--- config.mk ---
export PLATFORM = sky130hd
export DESIGN_NAME = dec_onehot_scan
export DESIGN_NICKNAME = d
export VERILOG_FILES = /design/src/rtl/dec_pkg.sv /design/src/rtl/dec_prescaler.sv /design/src/rtl/dec_onehot_scan.sv
export SDC_FILE = /design/constraint.sdc
export NUM_CORES = 1
export LEC_CHECK = 0
export ABC_CLOCK_PERIOD_IN_PS = 2000
export CORE_MARGIN = 3
export CORE_UTILIZATION = 40
export DETAILED_ROUTE_END_ITERATION = 10
export PLACE_DENSITY = 0.68
export SYNTH_ARGS = -nofsm -noshare
export SYNTH_HDL_FRONTEND = slang
export SYNTH_HIERARCHICAL = 1
export SYNTH_SLANG_ARGS = --single-unit
--- constraint.sdc ---
create_clock -name clk -period 2 [get_ports clk]
set_input_delay 0.4 -clock clk [delete_from_list [all_inputs] [get_ports clk]]
set_output_delay 0.4 -clock clk [all_outputs]
set_load 0.02 [all_outputs]
--- src/rtl/dec_pkg.sv ---
// dec_pkg: shared types, defaults and one-hot helper for dec_onehot_scan.
package dec_pkg;
  localparam int DEC_N = 3;
  localparam int DEC_SCAN_DIV = 4;
  // onehot_f covers select widths up to DEC_MAX_N
  localparam int DEC_MAX_N = 8;
  localparam int DEC_MAX_M = 2 ** DEC_MAX_N;
  typedef enum logic {DEC_DIRECT = 1'b0, DEC_SCAN = 1'b1} dec_mode_e;
  function automatic logic [DEC_MAX_M-1:0] onehot_f(input logic [DEC_MAX_N-1:0] i);
    logic [DEC_MAX_M-1:0] r;
    r = '0;
    r[i] = 1'b1;
    return r;
  endfunction
endpackage

--- src/rtl/dec_prescaler.sv ---
// dec_prescaler: SCAN_DIV divider; tick marks the terminal-count cycle while running.
module dec_prescaler #(
  parameter int SCAN_DIV = 4
) (
  input  logic clk,
  input  logic rst_n,
  input  logic run,
  input  logic clr,
  output logic tick
);
  localparam int PW = SCAN_DIV > 1 ? $clog2(SCAN_DIV) : 1;
  logic [PW-1:0] cnt;
  assign tick = run & ~clr & (cnt == PW'(SCAN_DIV - 1));
  always_ff @(posedge clk or negedge rst_n)
    if (!rst_n) cnt <= '0;
    else if (clr) cnt <= '0;
    else if (run) cnt <= tick ? '0 : cnt + PW'(1);
endmodule

--- src/rtl/dec_onehot_scan.sv ---
// dec_onehot_scan: registered N-to-2^N one-hot decoder with direct and auto-scan modes.
// Define DEC_SKIP_MASK_EN to add skip_mask, letting the scan skip masked lines.
module dec_onehot_scan
  import dec_pkg::*;
#(
  parameter int N = DEC_N,
  parameter int SCAN_DIV = DEC_SCAN_DIV,
  localparam int M = 2 ** N
) (
  input  logic         clk,
  input  logic         rst_n,
  input  logic         en,
  input  logic         mode,
  input  logic [N-1:0] w,
`ifdef DEC_SKIP_MASK_EN
  input  logic [M-1:0] skip_mask,
`endif
  output logic [M-1:0] y,
  output logic [N-1:0] idx,
  output logic         wrap
);
  dec_mode_e mode_q;
  logic scan, entry, tick, adv, any;
  logic [N-1:0] nxt, idx_d;
  logic [M-1:0] y_d;
  assign scan = dec_mode_e'(mode) == DEC_SCAN;
  assign entry = scan & (mode_q == DEC_DIRECT);
  dec_prescaler #(.SCAN_DIV(SCAN_DIV)) u_pre (
    .clk  (clk),
    .rst_n(rst_n),
    .run  (en & scan),
    .clr  (~scan | entry),
    .tick (tick)
  );
`ifdef DEC_SKIP_MASK_EN
  // any stays low only when every line is masked; k == M lands back on idx
  always_comb begin
    nxt = idx;
    any = 1'b0;
    for (int k = 1; k <= M; k++)
      if (!any && !skip_mask[idx + N'(k)]) begin
        nxt = idx + N'(k);
        any = 1'b1;
      end
  end
`else
  assign nxt = idx + N'(1);
  assign any = 1'b1;
`endif
  assign adv = tick & any;
  always_comb begin
    idx_d = !scan ? (en ? w : idx) : (adv ? nxt : idx);
    y_d = (en & (!scan | any)) ? M'(onehot_f(DEC_MAX_N'(idx_d))) : '0;
  end
  always_ff @(posedge clk or negedge rst_n)
    if (!rst_n) begin
      y <= '0;
      idx <= '0;
      wrap <= 1'b0;
      mode_q <= DEC_DIRECT;
    end else begin
      y <= y_d;
      idx <= idx_d;
      wrap <= adv & (nxt <= idx);
      mode_q <= dec_mode_e'(mode);
    end
endmodule
==> results.sh, run 1 <==
export IMPL_outcome="completed"
export IMPL_timing_rr_start="idx[0]$_DFF_PN0_"
export IMPL_finalWorstSetupSlack_ps=190
export IMPL_postCtsSetupBuffers=0
export IMPL_end_kind="primary output"
export IMPL_worst_slew_pin_slew_ps=262
export IMPL_route_detailed_drc=0
export IMPL_dieArea_um2=2390
export IMPL_synth_area_um2=736
export IMPL_drive_above_1_share_pct=21.0
export IMPL_dpl_cell_count=120
export IMPL_grt_first_pass_wirelength_mm=2.57
export IMPL_rsz0062_at_grt="no"
export IMPL_synth_fp_nets=81
export IMPL_grt_max_degree=16
export IMPL_rr_endpoint="y[4]$_DFF_PN0_"
export IMPL_ctsRootBufferMaster="clkbuf_4"
export IMPL_final_cell_mix="18 x clkdlybuf4s50_1, 15 x dfrtp_1, 13 x nor2_1"
export IMPL_critical_path_max_stage_delay_ps=650
export IMPL_hold_buffers=0
export IMPL_gr_usage_all_layers_pct=13.5
export IMPL_fmax_ghz=0.553
export IMPL_worstPathArrival_ps=1410
export IMPL_die_h_um=48.9
export IMPL_antenna_cells=0
export IMPL_crit_fanout=7
export IMPL_clock_latency_ps=280
export IMPL_die_x_um=48.9
export IMPL_synth_flop_cell="dfrtp_1"
export IMPL_crit_family="buffers and inverters"
export IMPL_period_share_pct=90.5
export IMPL_hold_ws_ps=419
export IMPL_cap_violations=0
export IMPL_yosysSeqAreaShare_pct=51.0
export IMPL_maxSlewHeadroom_pct=82.5
export IMPL_final_antenna_net_count=0
export IMPL_antenna_found_initial=0
export IMPL_cts_tree="done"
export IMPL_synthArstFlopShare_pct=100
export IMPL_cts_htree_levels=1
export IMPL_ys_ff_latch=15
export IMPL_cts_resized=0
export IMPL_ir_drop_mv=0.450
export IMPL_post_place_ws_ps=-17.9
export IMPL_synth_distinct_cells=29
export IMPL_synth_edf_count=0
export IMPL_overflow=0
export IMPL_critPathRequiredTime_ps=1600
export IMPL_instances_no_fill=124
export IMPL_holdCritPathClass="in2async"
export IMPL_grt_pass1_vias=589
export IMPL_fill_cells=146
export IMPL_cp_cell_sequence="clkdlybuf4s50_1"
export IMPL_first_pass_iters=4
export IMPL_clock_sinks=15
export IMPL_vias=592
export IMPL_startpoint_type="register"
export IMPL_synthCells=71
export IMPL_gp_congestion=0.843
export IMPL_wl_per_cell_um=11.4
export IMPL_crit_buf_inv=1
export IMPL_synth_avg_cell_area_um2=10.4
export IMPL_fin_nets=111
export IMPL_detail_route_vias_per_cell=4.77
export IMPL_areaGrowthSynthToFinish_pct=38.9
export IMPL_cts_clk_slew_worst_paths_ps=100
export IMPL_power_density_nw_per_um2=683
export IMPL_setup_viol=0
export IMPL_leakagePower_nw=0.461
export IMPL_totalWireLength_mm=1.42
export IMPL_crit_path_top_delay_cell="clkdlybuf4s50_1"
export IMPL_path_class="reg2out"
export IMPL_cts_made_buffers=3
export IMPL_yosys_warnings=6
export IMPL_initial_core_util_pct=45.7
export IMPL_min_period_ps=1810
export IMPL_clock_path_buffers=2
export IMPL_p_total_mw=0.698
export IMPL_rows=14
export IMPL_rr_worst_depth=5
export IMPL_drt_initial_drc_count=16
export IMPL_reg2reg_slack_ps=380
export IMPL_fp_coreArea_um2=1610
export IMPL_final_common_cell="clkdlybuf4s50_1"
export IMPL_io_buffers=18
export IMPL_fin_setup_tns_ps=0
export IMPL_dp_hpwl_mm=1.11
export IMPL_regArea_um2=375
export IMPL_multiInputGateArea_um2=332
export IMPL_slew_violations=0
export IMPL_fin_skew_ps=9.51
export IMPL_hold_violations=0
export IMPL_pin_count=19
==> cell usage after synthesis, types with 2 or more instances <==
cell type	n	area, µm²
dfrtp_1	15	375
nor2_1	13	48.8
nand2_1	10	37.5
a21oi_1	3	15.0
ha_1	3	37.5
a21oi_2	2	17.5
inv_1	2	7.51
nand2b_1	2	12.5
==> layer usage <==
| layer | part of all wire, % | up-vias | GRT usage [%] | wire length (µm) |
|---|---|---|---|---|
| li1 | - | 299 | - | - |
| met2 | 47 | 17 | 21.7 | 666 |
| met1 | 47 | 274 | 17.7 | 668 |
| met4 | 0.35 | 0 | 2.84 | 5 |
| met5 | 0 | - | 0 | 0 |
| met3 | 5.4 | 2 | 4.59 | 77 |
==> metrics by stage <==
| step | area [µm²] | util, % |
|---|---|---|
| 2_1_floorplan | 736 | - |
| 3_3_place_gp | 995 | 61.7 |
| 3_5_place_dp | 995 | 61.7 |
| 4_1_cts | 1020 | 63.4 |
| 5_1_grt | 1020 | 63.4 |
| 6_report | 1020 | 63.4 |
==> kinds of logic after synthesis <==
kind of cell / count (synthesis) / share of synthesized area [%]
xor+xnor: 2 / 2.38
compound gates: 13 / 16.2
fa+ha+maj: 3 / 5.10
flops: 15 / 51.0
simple gates: 32 / 20.1
buf+inv: 5 / 3.91
mux: 1 / 1.36
==> how the worst max path moves through the flow <==
stage                startpoint             end  slack, ps  cells after the start
2_1_floorplan              mode  y[4]$_DFF_PN0_        320                      9
3_3_place_gp               mode  y[4]$_DFF_PN0_         -8                     10
3_5_place_dp               mode  y[4]$_DFF_PN0_        -20                     10
4_1_cts        idx[0]$_DFF_PN0_          idx[0]        180                      1
5_1_grt        idx[0]$_DFF_PN0_          idx[0]        120                      1
6_report       idx[0]$_DFF_PN0_          idx[0]        190                      1
==> state kept, by name (all words and copies together), names as in the netlist <==
name and count:
y 8, u_pre/cnt 2, mode_q 1, idx 3
wrap 1
==> power by group <==
group	leakage, nW	total, mW	switching (mW)	internal (mW)
clock network	0.0177	0.168	0.0945	0.0740
logic	0.246	0.187	0.0959	0.0911
registers	0.198	0.343	0.0207	0.322
total	0.461	0.698	0.211	0.487
==> area by class of cell <==
cell class              count  share of cell area, %
clock inverters             1                  0.490
multi-input cells          51                   32.4
well taps                  24                   2.94
repair buffers             26                   23.5
inverters                   4                   1.71
flip-flops and latches     15                   36.7
clock buffers               3                   2.20
Note: power is estimated with default switching activity, not from simulation.
==> run 2: changes to the inputs <==
CAP_MARGIN = 20   (was not set)
==> results of run 2 <==
The final DEF is identical to that of run 1; final timing and power are the same.
==> run 3: changes to the inputs <==
CORE_MARGIN = 2   (was 3)
PLACE_DENSITY = 0.69   (was 0.68)
SYNTH_HIERARCHICAL = not set   (was 1)
==> results.sh, run 3 <==
export IMPL_largest_reg_flops=8
export IMPL_synth_flop_cell="dfrtp_1"
export IMPL_yosysSeqAreaShare_pct=55.6
export IMPL_die_x_um=45.1
export IMPL_io_buffers=18
export IMPL_cts_resized=0
export IMPL_rsz0062_at_grt="no"
export IMPL_gp_congestion=0.847
export IMPL_antenna_found_initial=0
export IMPL_fin_nets=94
export IMPL_ir_drop_mv=0.567
export IMPL_hold_ws_ps=523
export IMPL_fmax_ghz=0.556
export IMPL_wl_per_cell_um=12.6
export IMPL_drive_above_1_share_pct=9.64
export IMPL_synth_compound_area_share_pct=13.5
export IMPL_antenna_cells=0
export IMPL_ys_top_cells_by_count="15 x dfrtp_1, 10 x nor3_1, 4 x inv_1"
export IMPL_synth_top_area_share_pct=55.6
export IMPL_drt_initial_drc_count=11
export IMPL_hold_violations=0
export IMPL_first_pass_iters=4
export IMPL_path_class="reg2out"
export IMPL_areaGrowthSynthToFinish_pct=33.5
export IMPL_crit_family="buffers and inverters"
export IMPL_cap_violations=0
export IMPL_end_kind="primary output"
export IMPL_vias=527
export IMPL_clock_latency_ps=270
export IMPL_ys_ff_latch=15
export IMPL_leakagePower_nw=0.423
export IMPL_synthTopCellsByArea="dfrtp_1 56%, nor3_1 7.4%, ha_1 5.6%"
export IMPL_overflow=0
export IMPL_critPathRequiredTime_ps=1600
export IMPL_fin_skew_ps=1.30
export IMPL_crit_path_top_delay_cell="clkdlybuf4s50_1"
export IMPL_min_period_ps=1800
export IMPL_detail_route_vias_per_cell=5.32
export IMPL_cts_made_buffers=3
export IMPL_critical_path_max_stage_delay_ps=650
export IMPL_clock_path_buffers=2
export IMPL_synthAdderAreaFrac_pct=5.56
export IMPL_cts_clk_slew_worst_paths_ps=80
export IMPL_hold_buffers=0
export IMPL_synth_most_common_cell="dfrtp_1"
export IMPL_totalWireLength_mm=1.25
export IMPL_holdCritPathClass="in2async"
export IMPL_dp_hpwl_um=962
export IMPL_final_common_cell="clkdlybuf4s50_1"
export IMPL_maxSlewHeadroom_pct=56.5
export IMPL_crit_buf_inv=1
export IMPL_yosysTopAreaCell="dfrtp_1"
export IMPL_synth_avg_cell_area_um2=11.1
export IMPL_fp_coreArea_um2=1540
export IMPL_outcome="completed"
export IMPL_synth_top_family_by_area="simple AND/OR/NAND/NOR gates"
export IMPL_gr_usage_all_layers_pct=14.9
export IMPL_route_detailed_drc=0
export IMPL_synthArstFlopShare_pct=100
export IMPL_rows=14
export IMPL_ctsRootBufferMaster="clkbuf_4"
export IMPL_initial_core_util_pct=43.8
export IMPL_p_total_mw=0.658
export IMPL_yosys_warnings=0
export IMPL_cts_tree="done"
export IMPL_finalWorstSetupSlack_ps=201
export IMPL_fin_setup_tns_ps=0
export IMPL_reg_top3="y: 8 flops, idx: 3 flops, u_pre.cnt: 2 flops"
export IMPL_postCtsSetupBuffers=0
export IMPL_cp_cell_sequence="clkdlybuf4s50_1"
export IMPL_die_h_um=45.1
export IMPL_synth_xor_area_share_pct=2.59
export IMPL_pin_count=19
export IMPL_cts_htree_levels=1
export IMPL_startpoint_type="register"
export IMPL_crit_fanout=8
export IMPL_synth_distinct_cells=24
export IMPL_clock_sinks=15
export IMPL_dieArea_um2=2030
export IMPL_grt_pass1_vias=494
export IMPL_worstPathArrival_ps=1400
export IMPL_period_share_pct=90.0
export IMPL_synth_fp_nets=71
export IMPL_regMostFlops="y"
export IMPL_setup_viol=0
export IMPL_final_antenna_net_count=0
export IMPL_power_density_nw_per_um2=729
export IMPL_grt_first_pass_wirelength_mm=2.14
export IMPL_slew_violations=0
export IMPL_grt_max_degree=16
export IMPL_synth_area_um2=676
export IMPL_synthMuxAreaShare_pct=1.48
export IMPL_synth_simple_area_share_pct=16.5
export IMPL_worst_slew_pin_slew_ps=650
export IMPL_synth_edf_count=0
export IMPL_synthCells=61
export IMPL_post_place_ws_ps=32.6
export IMPL_final_cell_mix="18 x clkdlybuf4s50_1, 15 x dfrtp_1, 10 x nor3_1"
==> run 3: cell count changes after synthesis, sizes merged, moves of 3 or more <==
cell / delta
nor2: -12
nor3: +10
nand2: -7
a21oi: -3
==> run 3: through the flow <==
stage | std cells | instance area [µm²] | utilization, %
finish | 99 | 902 | 58.5
global route | 99 | 902 | 58.5
CTS | 99 | 902 | 58.5
detailed placement | 95 | 876 | 56.8
global placement | 95 | 876 | 56.8
floorplan | 61 | 676 | -
==> run 3: logic make-up after synthesis <==
family	after synthesis
and+or+nand+nor	22
DFF	15
buffers and inverters	7
xor gates and xnor gates	2
AOI/OAI and AO/OA	11
muxes	1
adders and majority gates	3
==> run 3: path summary, 6_finish.rpt <==
path | start | endpoint | slack, ps | cells past startpoint
setup / recovery | idx[0]$_DFF_PN0_ | idx[0] | 200 | 1
hold / removal | rst_n | u_pre.cnt[1]$_DFFE_PN0P_ | 520 | 1
setup reg to reg | idx[1]$_DFF_PN0_ | y[0]$_DFF_PN0_ | 270 | 7
hold reg to reg | u_pre.cnt[1]$_DFFE_PN0P_ | u_pre.cnt[1]$_DFFE_PN0P_ | 540 | 2
max in group asynchronous | rst_n | y[7]$_DFF_PN0_ | 1060 | 1
min in group clk | u_pre.cnt[1]$_DFFE_PN0P_ | u_pre.cnt[1]$_DFFE_PN0P_ | 540 | 2
==> run 3: metal layers <==
layer | GRT usage [%] | share of wire [%] | vias up
li1 | - | - | 257
met1 | 18.8 | 45 | 251
met2 | 24.0 | 49 | 19
met3 | 6.00 | 5.6 | 0
met4 | 3.53 | 0 | 0
met5 | 0 | 0 | -
==> run 3: layout make-up <==
class                      instances  area, µm²
sequential                        15        375
tap                               16       20.0
clock buffer                       4       26.3
timing repair buffer              19        188
multi-input combinational         39        268
fill                             139        639
inverter                           6       25.0
==> run 3: power breakdown <==
part           internal, mW  switching, mW
Combinational        0.0732         0.0829
Clock                0.0772         0.0860
Sequential            0.321         0.0180
